File: src/rtl/alu_seq.sv
// Multi-cycle ALU: single-cycle logic/arith/branch ops, iterative shift/rotate
// and shift-add multiply, valid/ready on both sides, registered result and flags.
module alu_seq #(
  parameter int W   = 8,
  parameter int SHW = $clog2(W)
) (
  input  logic         clk,
  input  logic         rst_n,
  input  logic         in_valid,
  output logic         in_ready,
  input  logic [3:0]   op,
  input  logic [W-1:0] a,
  input  logic [W-1:0] b,
  output logic         out_valid,
  input  logic         out_ready,
  output logic [W-1:0] result,
  output logic         zero,
  output logic         neg,
  output logic         carry,
  output logic         taken,
  output logic         err
);

  localparam logic [1:0] IDLE = 2'd0;
  localparam logic [1:0] BUSY = 2'd1;
  localparam logic [1:0] DONE = 2'd2;

  localparam logic [3:0] OP_ADD  = 4'd0;
  localparam logic [3:0] OP_SUB  = 4'd1;
  localparam logic [3:0] OP_AND  = 4'd2;
  localparam logic [3:0] OP_OR   = 4'd3;
  localparam logic [3:0] OP_XOR  = 4'd4;
  localparam logic [3:0] OP_SRL  = 4'd5;
  localparam logic [3:0] OP_SLL  = 4'd6;
  localparam logic [3:0] OP_XORR = 4'd7;
  localparam logic [3:0] OP_BEQ  = 4'd8;
  localparam logic [3:0] OP_BNE  = 4'd9;
  localparam logic [3:0] OP_BLT  = 4'd10;
  localparam logic [3:0] OP_MUL  = 4'd11;
  localparam logic [3:0] OP_ROL  = 4'd12;
  localparam logic [3:0] OP_ROR  = 4'd13;

  logic [1:0]   state;
  logic [3:0]   cur_op;
  logic [W-1:0] lo, hi, mcand;
  logic [SHW:0] cnt;

  logic [W:0]   sum_ab;
  logic [W-1:0] diff;
  logic [W-1:0] r1;
  logic         c1, t1, e1, multi;

  logic [W:0]   step_sum;
  logic [W-1:0] step_val, step_hi;

  assign sum_ab = {1'b0, a} + {1'b0, b};
  assign diff   = a - b;
  assign multi  = (op == OP_SRL) || (op == OP_SLL) || (op == OP_ROL) ||
                  (op == OP_ROR) || (op == OP_MUL);

  always_comb begin
    r1 = '0;
    c1 = 1'b0;
    t1 = 1'b0;
    e1 = 1'b0;
    case (op)
      OP_ADD:  {c1, r1} = sum_ab;
      OP_SUB:  begin r1 = diff; c1 = (a >= b); end
      OP_AND:  r1 = a & b;
      OP_OR:   r1 = a | b;
      OP_XOR:  r1 = a ^ b;
      OP_XORR: r1 = {{(W-1){1'b0}}, ^a};
      OP_BEQ:  begin r1 = diff; c1 = (a >= b); t1 = (a == b); end
      OP_BNE:  begin r1 = diff; c1 = (a >= b); t1 = (a != b); end
      OP_BLT:  begin r1 = diff; c1 = (a >= b); t1 = ($signed(a) < $signed(b)); end
      // shift/rotate by zero completes immediately with the operand unchanged
      OP_SRL, OP_SLL, OP_ROL, OP_ROR, OP_MUL: r1 = a;
      default: e1 = 1'b1;
    endcase
  end

  // MUL keeps {hi,lo} as the partial product with the multiplier in lo;
  // shifts/rotates reuse lo as the working value.
  always_comb begin
    step_sum = {1'b0, hi} + (lo[0] ? {1'b0, mcand} : '0);
    step_hi  = step_sum[W:1];
    case (cur_op)
      OP_SRL:  step_val = {1'b0, lo[W-1:1]};
      OP_SLL:  step_val = {lo[W-2:0], 1'b0};
      OP_ROL:  step_val = {lo[W-2:0], lo[W-1]};
      OP_ROR:  step_val = {lo[0], lo[W-1:1]};
      default: step_val = {step_sum[0], lo[W-1:1]};
    endcase
  end

  always_ff @(posedge clk or negedge rst_n) begin
    if (!rst_n) begin
      state  <= IDLE;
      cur_op <= '0;
      lo     <= '0;
      hi     <= '0;
      mcand  <= '0;
      cnt    <= '0;
      result <= '0;
      zero   <= 1'b0;
      carry  <= 1'b0;
      taken  <= 1'b0;
      err    <= 1'b0;
    end else begin
      case (state)
        IDLE: begin
          if (in_valid) begin
            cur_op <= op;
            if (op == OP_MUL) begin
              hi    <= '0;
              lo    <= b;
              mcand <= a;
              cnt   <= (SHW+1)'(W);
              state <= BUSY;
            end else if (multi && (b[SHW-1:0] != '0)) begin
              lo    <= a;
              cnt   <= {1'b0, b[SHW-1:0]};
              state <= BUSY;
            end else begin
              result <= r1;
              zero   <= (r1 == '0);
              carry  <= c1;
              taken  <= t1;
              err    <= e1;
              state  <= DONE;
            end
          end
        end
        BUSY: begin
          lo  <= step_val;
          hi  <= step_hi;
          cnt <= cnt - 1'b1;
          if (cnt == (SHW+1)'(1)) begin
            result <= step_val;
            zero   <= (step_val == '0);
            carry  <= (cur_op == OP_MUL) ? (step_hi != '0) :
                      (cur_op == OP_SLL) ? lo[W-1] : 1'b0;
            taken  <= 1'b0;
            err    <= 1'b0;
            state  <= DONE;
          end
        end
        DONE: begin
          if (out_ready) state <= IDLE;
        end
        default: state <= IDLE;
      endcase
    end
  end

  assign in_ready  = (state == IDLE);
  assign out_valid = (state == DONE);
  assign neg       = result[W-1];

endmodule

File: config.mk
export PLATFORM = sky130hd
export DESIGN_NAME = alu_seq
export DESIGN_NICKNAME = d
export VERILOG_FILES = /design/src/rtl/alu_seq.sv
export SDC_FILE = /design/constraint.sdc
export NUM_CORES = 1
export LEC_CHECK = 0
export ABC_AREA = 0
export CORE_MARGIN = 4
export CORE_UTILIZATION = 40
export DETAILED_ROUTE_END_ITERATION = 8
export PLACE_DENSITY_LB_ADDON = 0.25
export REMOVE_ABC_BUFFERS = 1
export SYNTH_ARGS = -nofsm -noshare
export SYNTH_HDL_FRONTEND = slang
export SYNTH_SLANG_ARGS = --single-unit
export TNS_END_PERCENT = 100
File: constraint.sdc
create_clock -name clk -period 3 [get_ports clk]
set_clock_uncertainty 0.15 [all_clocks]
set_input_delay 0.9 -clock clk [delete_from_list [all_inputs] [get_ports clk]]
set_output_delay 0.9 -clock clk [all_outputs]
set_load 0.03 [all_outputs]
==> flow_metrics.py, run 1 <==
metrics = {
    "clock_tree": {
        "cts_tree": "built",
        "clk_latency_ps": 310,
        "clk_pin_slew_worst_paths_ps": 90,
        "h-tree-depth": 2,
        "cts_buffers": 5,
        "cts_buffer_depth": 2,
        "cts_sinks": 46,
        "cts_root_buffer": "clkbuf_8",
    },
    "placement": {
        "gp_congestion": 0.967,
        "postPlaceCellArea_um2": 5340,
        "dp_hpwl_um": 10400,
        "dp.cells": 753,
        "io_buffers": 38,
    },
    "critical_path": {
        "slowest_stage": "or3_1",
        "path_buf_inv": 3,
        "worstPathRequired_ps": 3090,
        "slowest_delay_ps": 390,
        "crit_chain": "buf_2 > buf_4 > ha_4 > fa_2 > buf_4 > a21oi_1 > o211ai_1 > nor2b_1 > o21ai_0 > o211ai_1 > or3_1 > o21ai_1",
        "crit_family": "compound AO/OA/AOI/OAI gates",
        "worstPathArrival_ps": 3050,
        "timing_worst_setup_path_type": "input port to flip-flop",
        "crit_path_start_kind": "input port",
        "cp_max_fo": 2,
        "endpoint_kind": "flip-flop",
    },
    "timing": {
        "tightest_slew_ps": 690,
        "rsz0062_at_grt": "true",
        "fmax_ghz": 0.338,
        "post-route-period-util_pct": 98.6,
        "setup_viol": 0,
        "hold_slack_ps": 317,
        "hold_viol": 0,
        "maxSlewHeadroom_pct": 54.0,
        "slew_violations": 0,
        "period_minus_slack_ps": 2960,
    },
    "route": {
        "avgViaCountPerCell": 5.67,
        "drt-pass1-iter-count": 6,
        "routed_wl_um": 13900,
        "wl_per_cell_um": 17.9,
        "drc": 0,
        "vias": 4401,
        "ant_nets": 0,
        "drt_iter0_markers": 374,
    },
    "yosys": {
        "syn_area_um2": 4110,
        "synth_area_leaders": "dfrtp_1 (28%), ha_1 (10%), o21ai_0 (5.2%)",
        "synth_enable_flop_cells": 0,
        "synth_top_area_share_pct": 28.0,
        "ys.flop_type": "dfrtp_1",
        "ys_seq_elements": 46,
        "avgSynthCellArea_um2": 8.16,
        "ys_warn_count": 0,
        "ys_seq_area_share_pct": 28.0,
        "yosysTopAreaCell": "dfrtp_1",
        "ys_types": 60,
        "synthArstFlopShare_pct": 100,
        "syn_inst": 503,
    },
    "hold_path": {
        "hp-class": "input port to asynchronous set/reset pin",
    },
    "power_and_ir_drop": {
        "leakage_uw": 0.00259,
        "vdd_drop_max_uv": 307,
        "p_per_area_nw_per_um2": 632,
    },
    "floorplan": {
        "die_area_um2": 12000,
        "die_h_um": 109,
        "die_w_um": 109,
        "start_util_pct": 41.6,
        "pin_count": 39,
        "num_rows": 36,
        "core_area_um2": 9860,
    },
    "global_routing": {
        "grt_start_max_net_pins": 25,
        "grt_pass1_wl_um": 22300,
        "overflow": 0,
        "grt_pass1_vias": 4398,
        "antenna_found_initial": 0,
        "track_usage_pct": 23.9,
    },
    "final_layout": {
        "fillers": 838,
        "finish.net_count": 703,
        "final_cells": 776,
        "antenna_cells": 0,
        "area_growth_pct": 43.8,
        "post-route-util_pct": 59.9,
        "final_area_um2": 5910,
        "drive_above_1_share_pct": 33.6,
        "ff_latch_area_um2": 1150,
        "multiInputGateArea_um2": 3050,
    },
    "job": {
        "cap_viol_max_count": 0,
    },
    "run_status": {
        "status": "complete, no violations",
    },
}
sequential cells by signal (all words and copies together) (netlist names):
| name | count |
|---|---|
| cur_op | 4 |
| state | 2 |
| mcand | 8 |
| lo | 8 |
| hi | 8 |
| taken | 1 |
| cnt | 4 |
| carry | 1 |
| err | 1 |
| zero | 1 |
| result | 8 |
Yosys cell counts, types with 11 or more instances:
| cell type | instances |
|---|---|
| ha_1 | 34 |
| o21ai_0 | 43 |
| nand3_1 | 12 |
| o211ai_1 | 11 |
| nand2b_1 | 11 |
| dfrtp_1 | 46 |
| a21oi_1 | 28 |
| xnor2_1 | 16 |
| nor3_1 | 12 |
| nor2_1 | 33 |
| nor2b_1 | 14 |
| o22ai_1 | 14 |
| inv_1 | 35 |
| mux2_2 | 16 |
| clkbuf_1 | 21 |
| nand2_1 | 46 |
cell families after synthesis:
logic type	count (synthesis)	synth area share, %
compound gates	155	24.6
simple gates	163	20.0
xor+xnor	21	4.48
buf+inv	63	6.19
fa+ha+maj	37	11.8
flops	46	28.0
mux	18	4.88
where the power goes:
| group | internal [uW] | switching, uW | leakage, uW | total, uW |
|---|---|---|---|---|
| Clock | 250 | 227 | 0.0000585 | 477 |
| Combinational | 967 | 1150 | 0.00195 | 2120 |
| Sequential | 891 | 243 | 0.000579 | 1130 |
worst register-to-register path: cells and delay by family (launching register included):
kind,cells,cell delay [ps]
fa+ha+maj,1,320
xor+xnor,1,110
flops,1,420
simple gates,3,780
compound gates,4,470
buf+inv,2,330
what timing repair did:
item,CTS,global route
setup buffers,13,2
gates cloned,0,0
gates resized for setup,97,28
pin swaps,31,18
setup endpoints to repair,24,17
hold buffers,0,0
metrics by stage:
stage	TNS [ps]	setup slack [ps]	total power (uW)
global route	-96.3	-48.3	4000
detailed placement	-14110	-869	3110
global placement	-13250	-881	3060
CTS	0	1.09	3690
finish	0	40.8	3730
floorplan	-197	-127	2300
layer usage:
metal  track usage [%]  share of wire, %  vias to the layer above
met5                 0                 0                        -
met4              11.4               4.5                        0
met3              3.58               5.9                       48
met2              39.5                48                      169
met1              30.7                41                     2088
li1                  -                 -                     2096
placed cells by master (no fill, tap or decap), drive strengths merged, types with 12 or more instances in the layout:
cell type,n
nor2,33
nor3,12
nor2b,14
buf,127
inv,36
dfrtp,46
nand3,12
xnor2,16
o21ai,45
o22ai,14
nand2,46
clkdlybuf4s50,21
ha,34
mux2,16
a21oi,28
area by class of cell:
| cell class | instances | share of cell area (%) |
|---|---|---|
| well taps | 133 | 2.82 |
| inverters | 35 | 2.27 |
| clock buffers | 5 | 1.17 |
| repair buffers | 160 | 21.8 |
| multi-input cells | 394 | 51.7 |
| flip-flops and latches | 46 | 19.5 |
| clock inverters | 3 | 0.741 |
worst paths after layout:
check | from | end | slack (ps) | cells after the start
max | b[0] | zero$_DFFE_PN0P_ | 40 | 12
min | rst_n | result[1]$_DFFE_PN0P_ | 320 | 1
max reg2reg | lo[0]$_DFFE_PN0P_ | carry$_DFFE_PN0P_ | 310 | 11
min reg2reg | err$_DFFE_PN0P_ | err$_DFFE_PN0P_ | 340 | 2
max in group asynchronous | rst_n | mcand[4]$_DFFE_PN0P_ | 1830 | 2
min in group clk | err$_DFFE_PN0P_ | err$_DFFE_PN0P_ | 340 | 2
(Power assumes the default switching activity.)
==> run 2, diff against run 1 <==
--- a/config.mk
+++ b/config.mk
@@ -6,11 +6,12 @@
 export NUM_CORES = 1
 export LEC_CHECK = 0
 export ABC_AREA = 0
-export CORE_MARGIN = 4
 export CORE_UTILIZATION = 40
 export DETAILED_ROUTE_END_ITERATION = 8
+export GPL_TIMING_DRIVEN = 0
 export PLACE_DENSITY_LB_ADDON = 0.25
 export REMOVE_ABC_BUFFERS = 1
+export SLEW_MARGIN = 40
 export SYNTH_ARGS = -nofsm -noshare
 export SYNTH_HDL_FRONTEND = slang
 export SYNTH_SLANG_ARGS = --single-unit
==> flow_metrics.py, run 2 (same netlist as run 1, synthesis figures left out) <==
metrics = {
    "run_status": {
        "status": "complete, no violations",
    },
    "power_and_ir_drop": {
        "comb_power_share_pct": 55.1,
        "p_int_uw": 1870,
        "leakage_uw": 0.00207,
        "sw_frac_of_total_pct": 45.4,
        "power_frac_seq_pct": 33.4,
        "pwr-share-clk_pct": 11.5,
        "p_per_area_nw_per_um2": 678,
        "net-switching-power_uw": 1550,
        "vdd_drop_max_uv": 252,
    },
    "final_layout": {
        "ff_latch_area_um2": 1150,
        "finish.net_count": 598,
        "layout_common_cells": "nand2_1 (46), dfrtp_1 (46), o21ai_0 (39)",
        "final_area_um2": 5040,
        "area_growth_pct": 22.8,
        "drive_above_1_share_pct": 20.1,
        "fillers": 912,
        "multiInputGateArea_um2": 3030,
        "antenna_cells": 0,
    },
    "timing": {
        "maxSlewHeadroom_pct": 50.6,
        "post-route-period-util_pct": 97.6,
        "period_minus_slack_ps": 2930,
        "hold_viol": 0,
        "fmax_ghz": 0.342,
        "tightest_slew_ps": 739,
        "hold_slack_ps": 330,
        "setup_viol": 0,
        "worst_slack_ps": 72.7,
        "rsz0062_at_grt": "true",
        "slew_violations": 0,
    },
    "critical_path": {
        "endpoint_kind": "flip-flop",
        "worstPathArrival_ps": 2980,
        "crit_path_start_kind": "input port",
        "cp_max_fo": 9,
        "worstPathRequired_ps": 3050,
        "timing_worst_setup_path_type": "input port to flip-flop",
    },
    "placement": {
        "postPlaceCellArea_um2": 4570,
        "gp_congestion": 0.929,
        "io_buffers": 38,
        "dp_hpwl_um": 8510,
        "post-place-ws_ps": -1650,
    },
    "route": {
        "drt_iter0_markers": 250,
        "dr.max_layer_used": "met4",
        "met3WireLength_um": 459,
        "ant_nets": 0,
        "routed_wl_um": 11800,
        "avgViaCountPerCell": 5.81,
        "wl_per_cell_um": 17.6,
        "drc": 0,
        "drt-pass1-iter-count": 4,
        "vias": 3899,
        "met2WireLength_um": 5760,
        "wl_met1_um": 5280,
    },
    "clock_tree": {
        "cts_buffer_depth": 2,
        "clk_pin_slew_worst_paths_ps": 100,
        "h-tree-depth": 2,
        "cts_tree": "built",
        "cts_buffers": 5,
        "cts_sinks": 46,
        "clk_latency_ps": 310,
        "cts_root_buffer": "clkbuf_8",
    },
    "job": {
        "cap_viol_max_count": 0,
    },
    "global_routing": {
        "grt_start_max_net_pins": 29,
        "grt_pass1_vias": 3575,
        "overflow": 0,
        "grt_pass1_wl_um": 18400,
        "antenna_found_initial": 0,
        "track_usage_pct": 22.2,
    },
    "floorplan": {
        "die_w_um": 103,
        "core_area_um2": 9860,
        "die_h_um": 103,
        "die_area_um2": 10700,
        "num_rows": 36,
        "start_util_pct": 41.6,
        "pin_count": 39,
    },
    "hold_path": {
        "hp-class": "input port to asynchronous set/reset pin",
    },
}
==> run 2: repair_timing <==
action	in CTS	in global routing
pin swaps	8	20
hold buffers	0	0
resized for setup	95	51
setup buffers	5	11
endpoints found under the setup margin	42	15
hold endpoints to repair	0	0
==> run 2: metrics by stage <==
stage	power [uW]	std cells	setup TNS, ps	utilization [%]
after floorplan	2300	475	-197	-
after global placement	2840	646	-79370	45.9
after detailed placement	2900	647	-47410	46.3
after CTS	3350	660	-96.9	48.8
after global routing	3690	671	-56.3	51.1
final	3420	671	0	51.1
==> run 2: routing by layer <==
layer	GRT usage, %	vias up
met1	30.7	1902
met4	7.04	0
li1	-	1879
met5	0	-
met2	36.9	97
met3	2.08	21
==> run 2: area by class of cell <==
type / count / share of cell area (%)
repair buffers: 55 / 9.43
multi-input cells: 394 / 60.0
well taps: 133 / 3.30
clock buffers: 5 / 1.36
flip-flops and latches: 46 / 22.8
clock inverters: 3 / 0.422
inverters: 35 / 2.66
==> run 2: worst paths after layout <==
path                            slack [ps]  cells after the start                   from                     to
worst min register to register         330                      2  result[0]$_DFFE_PN0P_  result[0]$_DFFE_PN0P_
max in group asynchronous             1930                      2                  rst_n      hi[5]$_DFFE_PN0P_
min in group clk                       330                      2  result[0]$_DFFE_PN0P_  result[0]$_DFFE_PN0P_
worst max-delay path                    70                      9                   b[7]      taken$_DFFE_PN0P_
worst max register to register         190                     10      lo[0]$_DFFE_PN0P_      carry$_DFFE_PN0P_
worst min-delay path                   330                      1                  rst_n  result[3]$_DFFE_PN0P_
==> run 2: power groups by stage <==
| stage | sequential, uW | clock (uW) | combinational (uW) |
|---|---|---|---|
| 4_1_cts | 1140 | 402 | 1800 |
| 2_1_floorplan | 1220 | 0 | 1080 |
| 5_1_grt | 1190 | 426 | 2080 |
| 3_5_place_dp | 1150 | 0 | 1750 |
| 3_3_place_gp | 1140 | 0 | 1710 |
| 6_report | 1140 | 394 | 1880 |
==> run 2: critical path: stages <==
cell and delay, ps:
clkdlybuf4s50_1 520, inv_1 100, ha_4 280, buf_4 150, nor4_4 260, a2111oi_2 130
a21oi_1 250, o21ai_0 130, a32o_1 250
==> run 3, diff against run 2 <==
--- a/config.mk
+++ b/config.mk
@@ -6,9 +6,9 @@
 export NUM_CORES = 1
 export LEC_CHECK = 0
 export ABC_AREA = 0
+export CAP_MARGIN = 20
 export CORE_UTILIZATION = 40
 export DETAILED_ROUTE_END_ITERATION = 8
-export GPL_TIMING_DRIVEN = 0
 export PLACE_DENSITY_LB_ADDON = 0.25
 export REMOVE_ABC_BUFFERS = 1
 export SLEW_MARGIN = 40
==> flow_metrics.py, run 3 (same netlist as run 1, synthesis figures left out) <==
metrics = {
    "floorplan": {
        "pin_count": 39,
        "die_h_um": 103,
        "die_w_um": 103,
        "core_area_um2": 9860,
        "num_rows": 36,
        "start_util_pct": 41.6,
        "die_area_um2": 10700,
    },
    "final_layout": {
        "fillers": 831,
        "area_growth_pct": 43.1,
        "layout_common_cells": "buf_4 (107), nand2_1 (46), dfrtp_1 (46)",
        "antenna_cells": 0,
        "drive_above_1_share_pct": 32.8,
        "ff_latch_area_um2": 1150,
        "final_common_cell": "buf_4",
        "multiInputGateArea_um2": 3090,
        "finish.net_count": 695,
    },
    "route": {
        "routed_wl_um": 13900,
        "drt-pass1-iter-count": 5,
        "ant_nets": 0,
        "drc": 0,
        "vias": 4324,
        "drt_iter0_markers": 233,
        "wl_per_cell_um": 18.0,
        "avgViaCountPerCell": 5.63,
    },
    "timing": {
        "tightest_slew_ps": 603,
        "hold_slack_ps": 339,
        "maxSlewHeadroom_pct": 59.8,
        "slew_violations": 0,
        "post-route-period-util_pct": 99.7,
        "setup_viol": 0,
        "fmax_ghz": 0.334,
        "period_minus_slack_ps": 2990,
        "rsz0062_at_grt": "true",
        "tns_ps": 0,
        "hold_viol": 0,
    },
    "clock_tree": {
        "cts_buffer_depth": 2,
        "cts_buffers": 5,
        "h-tree-depth": 2,
        "clk_latency_ps": 300,
        "clk_pin_slew_worst_paths_ps": 90,
        "cts_sinks": 46,
        "ctsHoldBuffers": 0,
        "cts_tree": "built",
        "cts_root_buffer": "clkbuf_8",
    },
    "power_and_ir_drop": {
        "sw_frac_of_total_pct": 44.7,
        "power_frac_seq_pct": 31.2,
        "vdd_drop_max_uv": 299,
        "pwr-share-clk_pct": 11.3,
        "comb_power_share_pct": 57.5,
        "p_per_area_nw_per_um2": 625,
        "p_int_uw": 2030,
        "leakage_uw": 0.00256,
        "net-switching-power_uw": 1640,
    },
    "placement": {
        "gp_congestion": 0.931,
        "dp_hpwl_um": 10600,
        "io_buffers": 38,
    },
    "global_routing": {
        "grt_start_max_net_pins": 25,
        "overflow": 0,
        "track_usage_pct": 26.6,
        "grt_pass1_vias": 4285,
        "grt_pass1_wl_um": 21500,
        "antenna_found_initial": 0,
    },
    "critical_path": {
        "crit_path_start_kind": "input port",
        "worstPathArrival_ps": 3030,
        "endpoint_kind": "flip-flop",
        "cp_max_fo": 5,
        "timing_worst_setup_path_type": "input port to flip-flop",
        "worstPathRequired_ps": 3040,
    },
    "hold_path": {
        "hp-class": "flip-flop to flip-flop",
    },
    "job": {
        "cap_viol_max_count": 0,
    },
    "run_status": {
        "status": "complete, no violations",
    },
}
-- run 3: metal layers --
| layer | wire length (um) | vias up | track usage [%] |
|---|---|---|---|
| li1 | - | 2069 | - |
| met1 | 5970 | 2074 | 35.9 |
| met2 | 6870 | 162 | 44.9 |
| met3 | 787 | 19 | 3.29 |
| met4 | 224 | 0 | 7.69 |
| met5 | 0 | - | 0 |
-- run 3: path summary, 6_finish.rpt --
kind / startpoint / end / slack (ps) / cells after the start
worst max-delay path: op[3] / result[0]$_DFFE_PN0P_ / 9 / 9
worst min-delay path: result[5]$_DFFE_PN0P_ / result[5]$_DFFE_PN0P_ / 340 / 2
worst max register to register: lo[0]$_DFFE_PN0P_ / carry$_DFFE_PN0P_ / 250 / 11
worst min register to register: result[5]$_DFFE_PN0P_ / result[5]$_DFFE_PN0P_ / 340 / 2
max in group asynchronous: rst_n / mcand[3]$_DFFE_PN0P_ / 1750 / 2
min in group asynchronous: rst_n / result[2]$_DFFE_PN0P_ / 360 / 1
-- run 3: stage by stage --
step / utilization, % / setup slack [ps] / power (uW) / instances / instance area (um^2)
final: 59.6 / 8.91 / 3680 / 768 / 5880
after global routing: 59.6 / -47.2 / 3930 / 768 / 5880
after CTS: 58.9 / 2.36 / 3630 / 767 / 5810
after detailed placement: 54.3 / -846 / 3110 / 755 / 5360
after global placement: 54.3 / -820 / 3060 / 755 / 5360
after floorplan: - / -127 / 2300 / 475 / 3980
-- run 3: repair_timing --
item                                    CTS  global route
endpoints found under the hold margin     0             0
buffers inserted                          4             1
endpoints found under the setup margin   24            20
gates resized for setup                 101            19
pin swaps                                35            17
-- run 3: final cells by class --
type                       count  area share (%)
multi-input combinational    394            52.6
timing repair buffer         152            21.1
sequential                    46            19.6
tap                          133            2.83
inverter                      35            2.28
clock buffer                   6            1.40
clock inverter                 2           0.213
-- run 3: critical path: stages --
cell	delay, ps
dlygate4sd2_1	290
and4b_2	300
a2111o_1	540
a22oi_2	250
o211ai_1	200
buf_4	180
buf_4	110
o21ai_0	160
o21ai_0	100
-- run 3: power groups by stage --
stage / Sequential, uW / Combinational [uW] / Clock, uW
finish: 1150 / 2110 / 415
global route: 1180 / 2300 / 444
CTS: 1140 / 2060 / 423
detailed placement: 1150 / 1960 / 0
global placement: 1130 / 1930 / 0
floorplan: 1220 / 1080 / 0
